$ cat src/rtl/comb_out_glitch_filter_if.sv
// comb_out_glitch_filter_if: raw level in, filtered level, strobes and counters out
interface comb_out_glitch_filter_if #(
    parameter int CNT_W = 8
);
    logic             F_in;
    logic             clr;
    logic             F_filt;
    logic             rise;
    logic             fall;
    logic             glitch;
    logic [CNT_W-1:0] edge_cnt;
    logic [CNT_W-1:0] glitch_cnt;

    modport master (
        output F_in, clr,
        input  F_filt, rise, fall, glitch, edge_cnt, glitch_cnt
    );

    modport slave (
        input  F_in, clr,
        output F_filt, rise, fall, glitch, edge_cnt, glitch_cnt
    );
endinterface

$ cat src/rtl/comb_out_glitch_filter.sv
// comb_out_glitch_filter: synchronise F, reject short pulses, strobe and count edges/glitches (GLITCH_CNT_EN builds glitch_cnt)
module comb_out_glitch_filter #(
    parameter int STABLE_CYCLES = 4,
    parameter int CNT_W         = 8
) (
    input  logic                     clk,
    input  logic                     rst_n,
    comb_out_glitch_filter_if.slave  bus
);
    typedef enum logic [1:0] {LOW, CHK_H, HIGH, CHK_L} state_t;

    localparam logic [7:0]       LAST    = 8'(STABLE_CYCLES - 1);
    localparam logic [CNT_W-1:0] CNT_MAX = '1;

    state_t           state_q, state_d;
    logic [7:0]       stab_q, stab_d;
    logic             s1_q, s1_d, s2_q, s2_d;
    logic             filt_q, filt_d;
    logic             rise_q, rise_d;
    logic             fall_q, fall_d;
    logic             glitch_q, glitch_d;
    logic [CNT_W-1:0] edge_cnt_q, edge_cnt_d;

    // two-flop synchroniser; only s2 is seen by the FSM
    always_comb begin
        s1_d = bus.F_in;
        s2_d = s1_q;
    end

    // next state: a CHK state confirms a new level or falls back on reversal
    always_comb begin
        state_d = state_q;
        stab_d  = stab_q;
        case (state_q)
            LOW:   if (s2_q) begin state_d = CHK_H; stab_d = 8'd1; end
            CHK_H: if (!s2_q) state_d = LOW;
                   else if (stab_q == LAST) state_d = HIGH;
                   else stab_d = stab_q + 8'd1;
            HIGH:  if (!s2_q) begin state_d = CHK_L; stab_d = 8'd1; end
            CHK_L: if (s2_q) state_d = HIGH;
                   else if (stab_q == LAST) state_d = LOW;
                   else stab_d = stab_q + 8'd1;
            default: state_d = LOW;
        endcase
    end

    // outputs: strobes decoded from the transition taken, counters saturate, clr wins
    always_comb begin
        rise_d     = (state_q == CHK_H) && (state_d == HIGH);
        fall_d     = (state_q == CHK_L) && (state_d == LOW);
        glitch_d   = ((state_q == CHK_H) && (state_d == LOW)) ||
                     ((state_q == CHK_L) && (state_d == HIGH));
        filt_d     = (state_d == HIGH) || (state_d == CHK_L);
        edge_cnt_d = bus.clr ? '0 :
                     ((rise_d || fall_d) && edge_cnt_q != CNT_MAX) ? edge_cnt_q + 1'b1 : edge_cnt_q;
    end

    // all filter state, asynchronously reset to the idle-low condition
    always_ff @(posedge clk or negedge rst_n) begin
        if (!rst_n) begin
            state_q    <= LOW;
            stab_q     <= '0;
            s1_q       <= 1'b0;
            s2_q       <= 1'b0;
            filt_q     <= 1'b0;
            rise_q     <= 1'b0;
            fall_q     <= 1'b0;
            glitch_q   <= 1'b0;
            edge_cnt_q <= '0;
        end else begin
            state_q    <= state_d;
            stab_q     <= stab_d;
            s1_q       <= s1_d;
            s2_q       <= s2_d;
            filt_q     <= filt_d;
            rise_q     <= rise_d;
            fall_q     <= fall_d;
            glitch_q   <= glitch_d;
            edge_cnt_q <= edge_cnt_d;
        end
    end

`ifdef GLITCH_CNT_EN
    logic [CNT_W-1:0] glitch_cnt_q, glitch_cnt_d;

    // rejected-pulse count, same saturate/clear rules as edge_cnt
    always_comb begin
        glitch_cnt_d = bus.clr ? '0 :
                       (glitch_d && glitch_cnt_q != CNT_MAX) ? glitch_cnt_q + 1'b1 : glitch_cnt_q;
    end

    // glitch counter register
    always_ff @(posedge clk or negedge rst_n) begin
        if (!rst_n) glitch_cnt_q <= '0;
        else        glitch_cnt_q <= glitch_cnt_d;
    end

    assign bus.glitch_cnt = glitch_cnt_q;
`else
    assign bus.glitch_cnt = '0;
`endif

    assign bus.F_filt   = filt_q;
    assign bus.rise     = rise_q;
    assign bus.fall     = fall_q;
    assign bus.glitch   = glitch_q;
    assign bus.edge_cnt = edge_cnt_q;
endmodule

$ cat src/flat_wrapper.sv
// flat-port wrapper written by rule: the top's interface ports become plain ports
module comb_out_glitch_filter_flat 
#(
    parameter int STABLE_CYCLES = 4,
    parameter int CNT_W         = 8
)
  (clk, rst_n, bus_F_in, bus_clr, bus_F_filt, bus_rise, bus_fall, bus_glitch, bus_edge_cnt, bus_glitch_cnt);
  comb_out_glitch_filter_if #(.CNT_W(CNT_W)) bus_i ();
  input  logic clk;
  input  logic rst_n;
  input wire logic [$bits(bus_i.F_in)-1:0] bus_F_in;
  input wire logic [$bits(bus_i.clr)-1:0] bus_clr;
  output wire logic [$bits(bus_i.F_filt)-1:0] bus_F_filt;
  output wire logic [$bits(bus_i.rise)-1:0] bus_rise;
  output wire logic [$bits(bus_i.fall)-1:0] bus_fall;
  output wire logic [$bits(bus_i.glitch)-1:0] bus_glitch;
  output wire logic [$bits(bus_i.edge_cnt)-1:0] bus_edge_cnt;
  output wire logic [$bits(bus_i.glitch_cnt)-1:0] bus_glitch_cnt;
  assign bus_i.F_in = bus_F_in;
  assign bus_i.clr = bus_clr;
  assign bus_F_filt = bus_i.F_filt;
  assign bus_rise = bus_i.rise;
  assign bus_fall = bus_i.fall;
  assign bus_glitch = bus_i.glitch;
  assign bus_edge_cnt = bus_i.edge_cnt;
  assign bus_glitch_cnt = bus_i.glitch_cnt;
  comb_out_glitch_filter #(.STABLE_CYCLES(STABLE_CYCLES), .CNT_W(CNT_W)) u_core (.clk(clk), .rst_n(rst_n), .bus(bus_i));
endmodule
$ cat config.mk
export PLATFORM = sky130hd
export DESIGN_NAME = comb_out_glitch_filter_flat
export DESIGN_NICKNAME = d
export VERILOG_FILES = /design/src/rtl/comb_out_glitch_filter_if.sv /design/src/rtl/comb_out_glitch_filter.sv /design/src/flat_wrapper.sv
export SDC_FILE = /design/constraint.sdc
export NUM_CORES = 1
export LEC_CHECK = 0
export ABC_AREA = 1
export CORE_ASPECT_RATIO = 1.2
export CORE_MARGIN = 2
export CORE_UTILIZATION = 55
export CTS_BUF_LIST = sky130_fd_sc_hd__clkbuf_4
export CTS_CLUSTER_DIAMETER = 30
export CTS_CLUSTER_SIZE = 20
export DETAILED_ROUTE_END_ITERATION = 10
export PLACE_DENSITY = 0.88
export SLEW_MARGIN = 0
export SYNTH_ARGS = -nofsm -noshare
export SYNTH_HDL_FRONTEND = slang
export SYNTH_SLANG_ARGS = --single-unit
export TNS_END_PERCENT = 1
$ cat constraint.sdc
create_clock -name clk -period 1.85 [get_ports clk]
set_clock_uncertainty 0.15 [all_clocks]
set_input_delay 0.4625 -clock clk [delete_from_list [all_inputs] [get_ports clk]]
set_output_delay 0.4625 -clock clk [all_outputs]
set_load 0.02 [all_outputs]
### After elaboration in Yosys (flattened, before gate mapping)

Index checks and enable logic that the tools add are counted.
Widths: inputs -> output; s select.

* add/subtract/negate cells: 2
* reductions and logical operators: 12
* equal/unequal tests: 11
* multiplexer cells: 15

Operators by type and width (number)
* $mux 8: 7
* $pmux 8 s4: 1
* $add 8x1->8 const B: 2
* $mux 2: 6
* $eq 2x2->1 const B: 4
* $eq 8x2->1 const B: 1
* $ne 8x8->1 const B: 1
* $pmux 2 s4: 1
* $logic_and 1x1->1: 5
* $logic_not 2->1: 2
* $ne 2x1->1 const B: 2
* $ne 2x2->1 const B: 2
* $reduce_and 4->1: 1
* $logic_or 1x1->1: 3
* $eq 2x1->1 const B: 1
* $reduce_bool 2->1: 1

* logic and storage cells: 49
* bits in registers: 24

### Depth between registers and ports, before layout

* depth in word-level cells: 10
* mapped depth: 9
* gate-level depth less buffers: 9

### Worst setup path after synthesis

Ideal clock, no wire load.

* kind: register -> register
* start: register u_core.edge_cnt_q[0] (netlist: u_core.bus.edge_cnt[0])
* end: register u_core.edge_cnt_q[6] (netlist: u_core.bus.edge_cnt[6])
* buffers on the path: 0
* arrival time: 1.339 ns
* setup time: 0.118 ns
* stages on the path, launching flop included: 9
* data required time: 1.582 ns
* path slack: 0.243 ns
* cell sequence: dfrtp_1 ha_1 nand2_1 nor2_4 nand3_4 inv_2 nor2_4 nand3_1 nand2_1

* longest elaborated chain between the ends: 3
* elaborated cells on any way between the ends: 6

RTL lines
* start: declaration: line comb_out_glitch_filter.sv:22 `logic [CNT_W-1:0] edge_cnt_q, edge_cnt_d;`
* start signal: assignment: line comb_out_glitch_filter.sv:79 `edge_cnt_q <= edge_cnt_d;`
* $add 8x1->8 / $ne 8x8->1 (equally long branches): line comb_out_glitch_filter.sv:55 `((rise_d || fall_d) && edge_cnt_q != CNT_MAX) ? edge_cnt_q + 1'b1 : edge_cnt_q;`
* $mux 8 / $logic_and 1x1->1 (equally long branches): line comb_out_glitch_filter.sv:55
* $mux 8 / $reduce_bool 2->1 (equally long branches)

Several ways; a longest one is shown, not always the timed one. The select of a mux whose other input is x is not followed.
A chain may end at the register's enable or synchronous reset.

### Worst setup path after layout

* start: register u_core.edge_cnt_q[4] (netlist: u_core.bus.edge_cnt[4])
* end: output port bus_edge_cnt[4]

RTL lines
* end: declaration: line flat_wrapper.sv:17 `output wire logic [$bits(bus_i.edge_cnt)-1:0] bus_edge_cnt;`

No word-level cell between the ends.

==> impl_results.md <==
- Vias in the first global route: 1,131
- Top-Level Pins: 24
- Crit path max-delay cell type: dfrtp_1
- Core ar.: 2580 um2
- Global route overflow: 0
- DR WL/cell: 12.3 um
- Ys Warns: 0
- Starting Density: 58.6%
- Final hold vios: 0
- TNS Setup: 0 ns
- CP top delay family: flip-flops
- Cell chain of the critical path: dlygate4sd2_1
- Register Area: 601 um2
- Ant diodes: 0
- H-tree Lvls: 1
- Period Utilization, post-route: 95.2%
- Std cell rows: 20
- Input/output buffers: 15
- Most frequent cells in the layout: nand2_1 (35), dfrtp_1 (24), nand3_1 (21)
- Global-route wire length before repair: 4970 um
- DRC errors left: 0
- Fill cells: 219
- Die Y: 61.4 um
- Critical path data required time: 1.24 ns
- Initial antenna violation count: 0
- Status: finished clean
- Nets: 214
- RSZ-0062 raised after global routing: no
- Post-CTS setup buffers: 0
- CTS tree: built
- 1st-iter DRT viols: 40
- Sequential area share after synthesis: 39.7%
- Hold WC Path Type: reg2reg
- Sink Count: 24
- #FFs+latches synth: 24
- Most common cell after layout, fill and taps aside: nand2_1
- Post-Synthesis Cells: around 180
- Area growth, synth to finish: 14.6%
- Detailed Place HPWL: 2260 um
- Root buffer cell: clkbuf_4
- Slew Limit Fails: 0
- Max Root-Sink Buffers: 2
- Final worst path period need: 1.76 ns
- Largest net degree at the start of global routing: 25
- TritonCTS buffer count: 3
- Arr. time, crit path: 1.15 ns
- Kind of critical path: reg2out
- Syn_area_per_cell: 8.26 um2
- Vias: 1,264
- RePlAce Congestion: 0.972
- Hold buffer count at CTS: 0
- Share of cells above drive strength 1: approximately 24%
- Routed vias/inst: 5.27
- Worst Path Buf+Inv: 1
- Setup crit start kind: register
- DRT antenna net count: 0
- # setup viols final: 0
- P per Cell Area: 851 nW/um2
- Clock latency on the worst-skew pair: about 0.32 ns
- Slowest stage delay, CP: roughly 0.47 ns
- Die X: 51.9 um
- Total of max-cap violations: 0
- Final wirelength: around 2900 um
- Pleak: between 0.0009 and 0.001 uW
- Die Area: 3190 um2
- Drt first pass iters: 4
- Crit end category: primary output
- Peak Freq: 568 MHz
- Synth unique cells: 28
- Worst Path Max Fanout: 5
- Total GRT Usage: 21.1%
- Mapped Area: roughly 1500 um2
- Multi-input gate area: 749 um2
- Worst-path clk slew: 0.13 ns
- Max IR drop VDD: ~700 uV
- Util after Layout: 67.2%
layout make-up:
type                    count  area share [%]
repair buffers             24            11.7
clock inverters             1           0.217
well taps                  33            2.38
inverters                  29            6.43
flip-flops and latches     24            34.7
clock buffers               3            1.30
multi-input cells         126            43.3
cells in the mapped netlist:
| master | number | share of area (%) |
|---|---|---|
| nor3_1 | 2 | 0.66 |
| o21ai_1 | 1 | 0.33 |
| buf_4 | 8 | 4.0 |
| o21ai_0 | 6 | 2.0 |
| nand3_1 | 23 | 7.6 |
| inv_2 | 8 | 2.0 |
| conb_1 | 1 | 0.25 |
| inv_4 | 1 | 0.41 |
| o21ai_2 | 7 | 4.1 |
| nand2_1 | 35 | 8.7 |
| dfrtp_1 | 24 | 40 |
| nand3_4 | 1 | 1.2 |
| o211ai_1 | 1 | 0.50 |
| nor2_1 | 11 | 2.7 |
| buf_12 | 1 | 1.3 |
| nor2_8 | 1 | 1.3 |
| nand4_1 | 8 | 3.3 |
| buf_6 | 1 | 0.74 |
| buf_2 | 1 | 0.33 |
| nand2_2 | 2 | 0.83 |
| nand4_2 | 2 | 1.7 |
| nor2_4 | 4 | 3.0 |
| inv_1 | 20 | 5.0 |
| nand3_2 | 2 | 1.3 |
| xor2_1 | 4 | 2.3 |
| nor2_2 | 4 | 1.7 |
| nand2_4 | 2 | 1.5 |
| ha_1 | 2 | 1.7 |
sequential cells by signal (all words and copies together) (netlist names):
name and flops:
u_core.bus.F_filt 1, u_core.bus.edge_cnt 8, u_core.bus.fall 1, u_core.bus.glitch 1, u_core.bus.rise 1, u_core.s1_q 1
u_core.s2_q 1, u_core.stab_q 8, u_core.state_q 2
logic make-up (layout without fill, tap and decap cells):
kind of cell	after synthesis	after routing	synth area share, %
buffers and inverters	40	57	13.7
and+or+nand+nor	97	97	35.4
other	1	8	0.248
adders and majority gates	2	2	1.66
DFF	24	24	39.7
AOI/OAI and AO/OA	15	15	6.87
xor gates and xnor gates	4	4	2.32
path summary, 6_finish.rpt:
kind	start	depth (start not counted)	end	slack, ns
worst max-delay path	u_core.bus.edge_cnt[4]$_DFFE_PN0P_	1	bus_edge_cnt[4]	0.09
worst min-delay path	u_core.s1_q$_DFF_PN0_	0	u_core.s2_q$_DFF_PN0_	0.21
min in group asynchronous	rst_n	2	u_core.stab_q[5]$_DFFE_PN0P_	0.33
worst min register to register	u_core.s1_q$_DFF_PN0_	0	u_core.s2_q$_DFF_PN0_	0.21
max in group asynchronous	rst_n	2	u_core.stab_q[4]$_DFFE_PN0P_	0.98
worst max register to register	u_core.stab_q[0]$_DFFE_PN0P_	8	u_core.stab_q[0]$_DFFE_PN0P_	0.13
what timing repair did:
item                       in CTS  in global routing
hold endpoints to repair        0                  0
gates resized for setup        12                  5
setup endpoints to repair      12                 15
power breakdown:
part	total (uW)	switching [uW]	internal [uW]
logic	562	370	192
clock network	239	160	79.1
registers	673	77.5	596
metal layers:
layer / vias to the layer above / share of wire, % / GRT usage, %
met5: - / 0 / 0
met4: 0 / 2.3 / 10.9
met3: 9 / 3.0 / 2.91
met2: 36 / 51 / 34.4
met1: 598 / 44 / 27.7
li1: 621 / - / -
metrics by stage:
stage | area (um2) | instances | hold WS [ns] | total power [uW] | setup WS, ns
finish | 1730 | 240 | 0.213 | 1470 | 0.0889
global route | 1730 | 240 | 0.230 | 1580 | 0.0104
CTS | 1710 | 240 | 0.216 | 1470 | 0.0543
detailed placement | 1700 | 236 | 0.185 | 1240 | 0.0790
global placement | 1700 | 236 | 0.182 | 1220 | 0.122
floorplan | 1540 | 190 | 0.0169 | 1130 | 0.243
worst reg2reg max path: cells and delay by family, from the launching register on:
kind / cells / cell delay, ns
buf+inv: 2 / 0.27
flops: 1 / 0.43
compound gates: 1 / 0.04
fa+ha+maj: 1 / 0.23
simple gates: 4 / 0.48
Power figures use the tool's default switching activity.
